<file path="src/rtl/alu_exec_stage.sv">
// alu_exec_stage: multi-cycle execute stage wrapped around an 8x16 register file.
// Reads Rn into A and Rm into B through the regfile read port, shifts B, applies
// the ALU op, latches C and {Z,N,V}, writes C back to Rd, then pulses done.
// Optional macro ALU_EXEC_FWD_EN: when Rn==Rm, capture both operands in LOAD_A
// and skip LOAD_B, saving one cycle.
module alu_exec_stage #(
    parameter int DW = 16,
    parameter int RW = 3
) (
    input  logic          clk,
    input  logic          reset,
    input  logic          start,
    input  logic [RW-1:0] rn,
    input  logic [RW-1:0] rm,
    input  logic [RW-1:0] rd,
    input  logic [1:0]    op,
    input  logic [1:0]    shift,
    input  logic [DW-1:0] rf_data_out,
    output logic [RW-1:0] readnum,
    output logic [RW-1:0] writenum,
    output logic          write,
    output logic [DW-1:0] data_in,
    output logic [DW-1:0] c_out,
    output logic [2:0]    status,
    output logic          busy,
    output logic          done
);

    typedef enum logic [2:0] {IDLE, LOAD_A, LOAD_B, EXEC, WB, DONE} state_t;

    state_t        state, state_nxt;
    logic [RW-1:0] rn_l, rm_l, rd_l;
    logic [1:0]    op_l, shift_l;
    logic [DW-1:0] a_q, b_q, c_q;
    logic [2:0]    status_q;
    logic [DW-1:0] bs, alu_res;
    logic          alu_v;

    // State register; reset drops any in-flight command before it reaches WB.
    always_ff @(posedge clk or posedge reset) begin
        if (reset) state <= IDLE;
        else       state <= state_nxt;
    end

    // Next-state and state-decoded outputs; write/done depend on state only.
    always_comb begin
        state_nxt = state;
        readnum   = '0;
        write     = 1'b0;
        busy      = 1'b0;
        done      = 1'b0;
        case (state)
            IDLE:   if (start) state_nxt = LOAD_A;
            LOAD_A: begin
                readnum = rn_l;
                busy    = 1'b1;
`ifdef ALU_EXEC_FWD_EN
                state_nxt = (rn_l == rm_l) ? EXEC : LOAD_B;
`else
                state_nxt = LOAD_B;
`endif
            end
            LOAD_B: begin
                readnum   = rm_l;
                busy      = 1'b1;
                state_nxt = EXEC;
            end
            EXEC: begin
                busy      = 1'b1;
                state_nxt = WB;
            end
            WB: begin
                write     = 1'b1;
                busy      = 1'b1;
                state_nxt = DONE;
            end
            DONE:    begin
                done      = 1'b1;
                state_nxt = IDLE;
            end
            default: state_nxt = IDLE;
        endcase
    end

    // Shifter and ALU on the captured operands, with signed overflow for ADD/SUB.
    always_comb begin
        case (shift_l)
            2'b00:   bs = b_q;
            2'b01:   bs = {b_q[DW-2:0], 1'b0};
            2'b10:   bs = {1'b0, b_q[DW-1:1]};
            default: bs = {b_q[DW-1], b_q[DW-1:1]};
        endcase
        alu_v = 1'b0;
        case (op_l)
            2'b00: begin
                alu_res = a_q + bs;
                alu_v   = (a_q[DW-1] == bs[DW-1]) && (alu_res[DW-1] != a_q[DW-1]);
            end
            2'b01: begin
                alu_res = a_q - bs;
                alu_v   = (a_q[DW-1] != bs[DW-1]) && (alu_res[DW-1] != a_q[DW-1]);
            end
            2'b10:   alu_res = a_q & bs;
            default: alu_res = ~bs;
        endcase
    end

    // Command latch, operand capture and result/status latch.
    always_ff @(posedge clk or posedge reset) begin
        if (reset) begin
            rn_l     <= '0;
            rm_l     <= '0;
            rd_l     <= '0;
            op_l     <= '0;
            shift_l  <= '0;
            a_q      <= '0;
            b_q      <= '0;
            c_q      <= '0;
            status_q <= '0;
        end else begin
            case (state)
                IDLE: if (start) begin
                    rn_l    <= rn;
                    rm_l    <= rm;
                    rd_l    <= rd;
                    op_l    <= op;
                    shift_l <= shift;
                end
                LOAD_A: begin
                    a_q <= rf_data_out;
`ifdef ALU_EXEC_FWD_EN
                    if (rn_l == rm_l) b_q <= rf_data_out;
`endif
                end
                LOAD_B: b_q <= rf_data_out;
                EXEC: begin
                    c_q      <= alu_res;
                    status_q <= {alu_res == '0, alu_res[DW-1], alu_v};
                end
                default: ;
            endcase
        end
    end

    assign writenum = rd_l;
    assign data_in  = c_q;
    assign c_out    = c_q;
    assign status   = status_q;

endmodule

</file>
<file path="config.mk">
export PLATFORM = sky130hd
export DESIGN_NAME = alu_exec_stage
export DESIGN_NICKNAME = d
export VERILOG_FILES = /design/src/rtl/alu_exec_stage.sv
export SDC_FILE = /design/constraint.sdc
export NUM_CORES = 1
export LEC_CHECK = 0
export CORE_MARGIN = 4
export CORE_UTILIZATION = 50
export DETAILED_ROUTE_END_ITERATION = 7
export PLACE_DENSITY = 0.78
export SYNTH_ARGS = -nofsm -noshare
export SYNTH_HDL_FRONTEND = slang
export SYNTH_SLANG_ARGS = --single-unit
</file>
<file path="constraint.sdc">
create_clock -name clk -period 3.5 [get_ports clk]
set_input_delay 0.525 -clock clk [delete_from_list [all_inputs] [get_ports clk]]
set_output_delay 0.525 -clock clk [all_outputs]
set_load 0.05 [all_outputs]
</file>
After elaboration in Yosys (flattened, before gate mapping)
Cells that the tools add are included.
{"block": "op_classes", "bitwise_logic": 2, "eq_ne": 14, "reduce_logical": 8, "n_addsub": 2, "mux": 9}
{"operator": "$pmux W16 S3", "n": 2}
{"operator": "$add A16 B16 Y16", "n": 1}
{"operator": "$and A16 B16 Y16", "n": 1}
{"operator": "$logic_not A16 Y1", "n": 1}
{"operator": "$not A16 Y16", "n": 1}
{"operator": "$sub A16 B16 Y16", "n": 1}
{"operator": "$pmux W3 S5", "n": 1}
{"operator": "$eq A3 B2 Y1 const B", "n": 2}
{"operator": "$eq A3 B3 Y1 const B", "n": 2}
{"operator": "$pmux W3 S2", "n": 1}
{"operator": "$eq A2 B1 Y1 const B", "n": 2}
{"operator": "$eq A2 B2 Y1 const B", "n": 2}
{"operator": "$logic_not A2 Y1", "n": 2}
{"operator": "$reduce_or A4 Y1", "n": 1}
{"operator": "$eq A3 B1 Y1 const B", "n": 1}
{"operator": "$logic_not A3 Y1", "n": 1}
{"operator": "$mux W1", "n": 3}
{"operator": "$mux W3", "n": 1}
{"operator": "$ne A1 B1 Y1", "n": 3}
{"operator": "$logic_and A1 B1 Y1", "n": 2}
{"operator": "$ne A2 B2 Y1 const B", "n": 1}
{"operator": "$pmux W1 S2", "n": 1}
{"operator": "$reduce_and A2 Y1", "n": 1}
{"operator": "$eq A1 B1 Y1", "n": 1}
{"block": "totals", "output_inout_bits": 44, "in_bits": 32, "regBits": 67, "word_cells": 45}

Depth between registers and ports, before layout
Gate-level depths: netlist of the first run.
{"block": "logic_depth", "depth_word": 6, "depth_mapped": 17, "mapped_depth_nobuf": 14}

Worst setup path after synthesis of the first run
OpenSTA, ideal clock, no wires.
{"block": "synth_timing", "path_type": "reg2reg", "from": "register shift_l[0]", "to": "register status_q[2], in the netlist status[2]", "setup_time_ns": 0.065, "path_buffers": 3, "t_arrival_ns": 3.557, "stages_incl_launch_ff": 18, "required_ns": 3.435, "synth_period_minus_slack_ns": 3.622, "slack_ns": -0.122, "path_cell_list": "dfrtp_1 buf_2 buf_2 mux2i_1 nor2_1 a21oi_1 inv_1 ha_1 buf_6 a21o_1 or4_4 o21a_1 a311o_1 a211o_1 nand3_2 nand4_2 nor4b_2 a21o_1"}
{"block": "synth_via", "elab_chain_cells": 5, "elab_cells_between_ends": 10, "cone_classes": "add/sub (2); eq/ne (2); mux (2); bitwise (2); reduce/logical (2)"}
{"item": "start, declared", "line_no": "33", "rtl": "logic [1:0] op_l, shift_l;"}
{"item": "start signal, assigned", "line_no": "127", "rtl": "shift_l <= shift;"}
{"item": "$eq A2 B2 Y1 (tied with other cells)", "line_no": "87", "rtl": "case (shift_l)"}
{"item": "$pmux W16 S3 (*)", "line_no": "87"}
{"item": "$sub A16 B16 Y16 (tied with other cells)", "line_no": "100", "rtl": "alu_res = a_q - bs;"}
{"item": "$pmux W16 S3 (*)", "line_no": "94", "rtl": "case (op_l)"}
{"item": "$logic_not A16 Y1 (*)", "line_no": "138", "rtl": "status_q <= {alu_res == '0, alu_res[DW-1], alu_v};"}
{"item": "end signal, assigned", "line_no": "138"}
{"item": "end, declared", "line_no": "35", "rtl": "logic [2:0] status_q;"}
Mark *: on every way between the ends. The rest lies on a longest branch, timed or not.
A chain may end at the register's enable or synchronous reset.

Worst setup path after layout of the first run
Same ends and word-level chain as after synthesis.

==> results.sh, run 1 <==
export IMPL_outcome="complete, no violations"
export IMPL_whs_path_depth=2
export IMPL_die_h_um=109
export IMPL_dp_cells=771
export IMPL_synth_seq_cells=66
export IMPL_worstSetupEndpointType="flop"
export IMPL_syn2layout_area_growth_pct=32.0
export IMPL_clock_sinks=66
export IMPL_die_area_mm2=0.0118
export IMPL_first_iter_violations=271
export IMPL_ff2ff_path_depth=15
export IMPL_cts_tree="done"
export IMPL_hp_class="flop to flop"
export IMPL_routabilityCongestion=0.986
export IMPL_setup_worst_path_start="shift_l[0]$_DFFE_PP0P_"
export IMPL_drive_above_1_share_pct=28.0
export IMPL_crit_arrival_ns=3.64
export IMPL_synth_edff_count=0
export IMPL_viasPerCell=5.82
export IMPL_clock_skew_ns=0.0147
export IMPL_pre_cts_ws_ns=-0.101
export IMPL_setup_viol=0
export IMPL_final_cells=789
export IMPL_antenna_found_initial=0
export IMPL_synth_cell_types=69
export IMPL_wl_per_cell_um=17.1
export IMPL_num_antenna_cells=0
export IMPL_die_w_um=109
export IMPL_timing_rr_end="status[2]$_DFFE_PP0N_"
export IMPL_ant_nets=0
export IMPL_required_ns=3.74
export IMPL_dp_hpwl_mm=10.4
export IMPL_drv_slew=0
export IMPL_netlist_area_mm2=0.00505
export IMPL_grt_first_pass_wirelength_mm=21.9
export IMPL_root_buffer="clkbuf_8"
export IMPL_ys_seq_area_share_pct=32.7
export IMPL_path_class="flop to flop"
export IMPL_rows=36
export IMPL_max_freq_mhz=294
export IMPL_fin_util_pct=67.9
export IMPL_cts_buffers=9
export IMPL_yosys_warnings=0
export IMPL_final_hold_viol_count=0
export IMPL_mostFrequentLayoutCell="clkdlybuf4s50_1"
export IMPL_dr_total_vias=4591
export IMPL_final_cell_mix="75 x clkdlybuf4s50_1, 64 x dfrtp_1, 60 x buf_4"
export IMPL_avgSynthCellArea_um2=9.22
export IMPL_cp_endpoint="status[2]$_DFFE_PP0N_"
export IMPL_finalCritPeriodShare_pct=97.0
export IMPL_cap_violations=0
export IMPL_wl_mm=13.5
export IMPL_crit_fanout=6
export IMPL_grt_max_degree=36
export IMPL_port_buffers=75
export IMPL_synth_cells=548
export IMPL_fin_nets=720
export IMPL_path_clk_slew_ns=0.09
export IMPL_rr_startpoint="shift_l[0]$_DFFE_PP0P_"
export IMPL_initial_core_util_pct=51.4
export IMPL_synth_top_flop_cell="dfrtp_1"
export IMPL_coreArea_mm2=0.00982
export IMPL_postSynth_asyncResetShare_pct=100
export IMPL_setup_tns_ns=0
export IMPL_track_usage_pct=23.5
export IMPL_start_kind="flop"
export IMPL_fillerInstances=814
export IMPL_grt_pass1_vias=4479
export IMPL_ios=76
export IMPL_slew_headroom_pct=59.1
export IMPL_gr_total_overflow=0
export IMPL_first_pass_iters=5
export IMPL_setup_ws_ns=0.104
export IMPL_drcViolationCount=0
export IMPL_h_tree_depth=3
export IMPL_worst_pin_slew_ns=0.612
export IMPL_r2r_slack_ns=0.10
export IMPL_clk_path_buf_depth=2
export IMPL_syn_nets=617
export IMPL_min_period_ns=3.40
export IMPL_clk_latency_ns=0.35
-- final cells by class --
cell class                      count  area, um2  share of cell area [%]
Multi-Input combinational cell    400       3250                    48.8
Sequential cell                    66       1650                    24.8
Timing Repair Buffer              138       1240                    18.7
Clock buffer                       11        151                    2.27
Inverter                           36        135                    2.03
Tap cell                          133        166                    2.50
Clock inverter                      5       62.6                   0.938
-- critical path, stage by stage, from the launching register on --
cell and delay [ns]:
dfrtp_2 0.42, buf_6 0.13, mux2_2 0.34, mux2i_2 0.18, inv_1 0.09, ha_4 0.31
nor4_2 0.05, buf_4 0.13, buf_4 0.13, o311a_4 0.37, o311a_4 0.37, o21a_1 0.19
o21ai_2 0.12, o311ai_2 0.12, nor4b_2 0.18, a21o_1 0.15
-- metal layers --
metal	GRT usage (%)	vias to the layer above	wire length [um]
met5	0	-	0
met4	6.04	0	176
met3	5.31	18	946
met2	37.8	180	6210
met1	32.2	2207	6170
li1	-	2186	-
-- registers in the layout, indices dropped and copies added, names as in the netlist --
register  cells
rn_l          3
c_out        15
shift_l       2
writenum      3
b_q          16
status        3
state         3
rm_l          3
a_q          16
op_l          2
-- Yosys cell counts (6+ instances only) --
cell type	number	area share (%)
nor2_1	29	2.2
o21ai_0	36	3.6
o211ai_1	10	1.5
nand4_1	6	0.74
nor3_1	9	0.89
clkbuf_1	23	1.7
a211oi_1	10	1.5
a21oi_1	27	2.7
ha_1	35	8.7
nor2b_1	6	0.74
inv_1	36	2.7
dfrtp_1	66	33
buf_4	17	2.5
nand2_1	49	3.6
o21a_1	8	1.2
mux2_2	44	9.8
o31ai_1	8	1.2
mux2i_1	19	3.8
-- metrics by stage --
step	cell area (um2)	hold WS [ns]
final	6670	0.479
after global placement	6200	0.463
after CTS	6460	0.487
after global routing	6670	0.507
after floorplan	5060	0.481
after detailed placement	6200	0.467
-- timing repair --
item,CTS,global route
setup buffers,0,2
pin swaps,1,8
hold buffers,0,0
setup endpoints to repair,2,6
gates resized for setup,10,47
-- how the worst min path moves through the flow --
stage / start / endpoint / slack (ns)
finish: status[0]$_DFFE_PP0N_ / status[0]$_DFFE_PP0N_ / 0.48
global route: status[2]$_DFFE_PP0N_ / status[2]$_DFFE_PP0N_ / 0.51
CTS: status[0]$_DFFE_PP0N_ / status[0]$_DFFE_PP0N_ / 0.49
detailed placement: status[0]$_DFFE_PP0N_ / status[0]$_DFFE_PP0N_ / 0.47
global placement: status[0]$_DFFE_PP0N_ / status[0]$_DFFE_PP0N_ / 0.46
floorplan: rm_l[2]$_DFFE_PP0P_ / rm_l[2]$_DFFE_PP0P_ / 0.48
-- cells by family after synthesis --
family                     Yosys count  share of synthesized area (%)
buffers and inverters               82                           7.65
AOI/OAI and AO/OA                  148                           20.1
muxes                               65                           14.5
adders and majority gates           37                           9.46
and+or+nand+nor                    142                           14.2
xor gates and xnor gates             8                           1.39
DFF                                 66                           32.7
Power of run 1 is left out: the tool's default activity adds up to more than one toggle a clock period on the data nets, which glitch-free logic cannot reach.
==> inputs of run 2 (changes only) <==
CORE_MARGIN = 1   (was 4)
CORE_UTILIZATION = 28   (was 50)
PLACE_DENSITY = unset   (was 0.78)
SLEW_MARGIN = 5   (was unset)
==> run 2 against run 1 <==
Wire length up 5.1%; clock skew fell by 0.0087 ns; first-iteration DRC count shrank 25%; worst setup slack worse by 0.072 ns; register-to-register slack lost 0.07 ns; global-route usage is 7.8 points lower; sequential share of layout area down 2.1 points.
==> results.sh, run 2 (synthesis results as in run 1) <==
export IMPL_r2r_slack_ns=0.03
export IMPL_setup_tns_ns=0
export IMPL_final_cell_mix="88 x buf_4, 75 x clkdlybuf4s50_1, 64 x dfrtp_1"
export IMPL_root_buffer="clkbuf_16"
export IMPL_setup_viol=0
export IMPL_clock_sinks=66
export IMPL_viasPerCell=5.04
export IMPL_path_class="flop to flop"
export IMPL_clk_latency_ns=0.35
export IMPL_track_usage_pct=15.8
export IMPL_required_ns=3.74
export IMPL_finalCritPeriodShare_pct=99.1
export IMPL_ant_nets=0
export IMPL_syn2layout_area_growth_pct=44.2
export IMPL_first_pass_iters=5
export IMPL_slew_headroom_pct=49.5
export IMPL_cts_tree="done"
export IMPL_drv_slew=0
export IMPL_num_antenna_cells=0
export IMPL_die_area_mm2=0.0186
export IMPL_fin_nets=749
export IMPL_ff2ff_path_depth=15
export IMPL_whs_path_depth=2
export IMPL_path_clk_slew_ns=0.06
export IMPL_hold_worst_slack_ns=0.470
export IMPL_die_h_um=136
export IMPL_worstSetupEndpointType="flop"
export IMPL_min_period_ns=3.47
export IMPL_h_tree_depth=3
export IMPL_clk_path_buf_depth=2
export IMPL_dp_hpwl_mm=10.9
export IMPL_hold_buffers=0
export IMPL_min_from="status[0]$_DFFE_PP0N_"
export IMPL_wl_per_cell_um=15.6
export IMPL_fillerInstances=1679
export IMPL_crit_fanout=5
export IMPL_coreArea_mm2=0.0175
export IMPL_first_iter_violations=204
export IMPL_design_area_mm2=0.00728
export IMPL_cts_buffers=9
export IMPL_port_buffers=75
export IMPL_drcViolationCount=0
export IMPL_grt_first_pass_wirelength_mm=22.4
export IMPL_outcome="complete, no violations"
export IMPL_wl_mm=14.2
export IMPL_min_to="status[0]$_DFFE_PP0N_"
export IMPL_grt_pass1_vias=4363
export IMPL_ios=76
export IMPL_crit_arrival_ns=3.70
export IMPL_rsz0062_at_grt="true"
export IMPL_drive_above_1_share_pct=32.7
export IMPL_grt_max_degree=38
export IMPL_final_hold_viol_count=0
export IMPL_routabilityCongestion=0.850
export IMPL_clock_skew_ns=0.00599
export IMPL_start_kind="flop"
export IMPL_rows=48
export IMPL_worst_pin_slew_ns=0.756
export IMPL_mostFrequentLayoutCell="buf_4"
export IMPL_dr_total_vias=4585
export IMPL_antenna_found_initial=0
export IMPL_max_freq_mhz=288
export IMPL_cap_violations=0
export IMPL_die_w_um=136
export IMPL_initial_core_util_pct=28.9
export IMPL_gr_total_overflow=0
export IMPL_rr_startpoint="shift_l[0]$_DFFE_PP0P_"
export IMPL_placed_area_mm2=0.00650
export IMPL_timing_rr_end="status[2]$_DFFE_PP0N_"
export IMPL_hp_class="flop to flop"
-- run 2: cell types whose count changed in the layout (fill, tap and decap cells not counted), moves of 3 or more --
cell,before,now
buf_4,60,88
clkbuf_16,0,9
clkbuf_8,11,0
ha_1,29,22
ha_2,2,8
inv_6,0,3
o21ai_1,2,6
-- run 2: how the worst max path moves through the flow --
| stage | from | end | slack, ns | cells after the start |
|---|---|---|---|---|
| detailed placement | shift_l[0]$_DFFE_PP0P_ | status[2]$_DFFE_PP0N_ | -0.20 | 14 |
| global route | shift_l[0]$_DFFE_PP0P_ | status[2]$_DFFE_PP0N_ | -0.08 | 16 |
| CTS | shift_l[0]$_DFFE_PP0P_ | status[2]$_DFFE_PP0N_ | 0.004 | 15 |
| finish | shift_l[0]$_DFFE_PP0P_ | status[2]$_DFFE_PP0N_ | 0.03 | 15 |
| floorplan | shift_l[1]$_DFFE_PP0P_ | status[2]$_DFFE_PP0N_ | 0.02 | 14 |
| global placement | shift_l[0]$_DFFE_PP0P_ | status[2]$_DFFE_PP0N_ | -0.17 | 14 |
-- run 2: layout make-up --
cell class	instances	area (um2)	area share (%)
flip-flops and latches	66	1650	22.7
well taps	225	282	3.87
inverters	36	135	1.86
clock buffers	9	225	3.09
repair buffers	167	1480	20.3
multi-input cells	400	3410	46.8
clock inverters	7	98.8	1.36
-- run 2: per-layer routing --
metal  global-route usage (%)  up-vias  wire length [um]
li1                         -     2247                 -
met1                     21.0     2211              6720
met2                     24.4      109              6590
met3                     3.39       18               624
met4                     6.91        0               261
met5                        0        -                 0
-- run 2: worst max-delay path, cell delays in order (launching register included) --
cell,delay (ns)
dfrtp_2,0.44
buf_12,0.15
buf_8,0.12
mux2i_1,0.11
o21ai_1,0.13
buf_4,0.13
inv_2,0.04
ha_4,0.15
or4_4,0.52
o311a_4,0.39
o311a_4,0.38
o21a_1,0.18
o21ai_2,0.19
o311ai_4,0.13
nor4b_4,0.16
a21o_1,0.15
-- run 2: what timing repair did --
action / 4_1_cts / 5_1_grt
resized for setup: 10 / 73
setup endpoints to repair: 2 / 6
cloned: 0 / 0
setup buffers: 0 / 8
pin swaps: 1 / 24
-- run 2: stage by stage --
stage / instances / util, % / setup slack, ns
after floorplan: 548 / - / 0.0205
after global placement: 886 / 37.2 / -0.170
after detailed placement: 886 / 37.2 / -0.198
after CTS: 902 / 39.3 / 0.00369
after global routing: 910 / 41.7 / -0.0833
final: 910 / 41.7 / 0.0313
Power of run 2 is left out for the same reason.
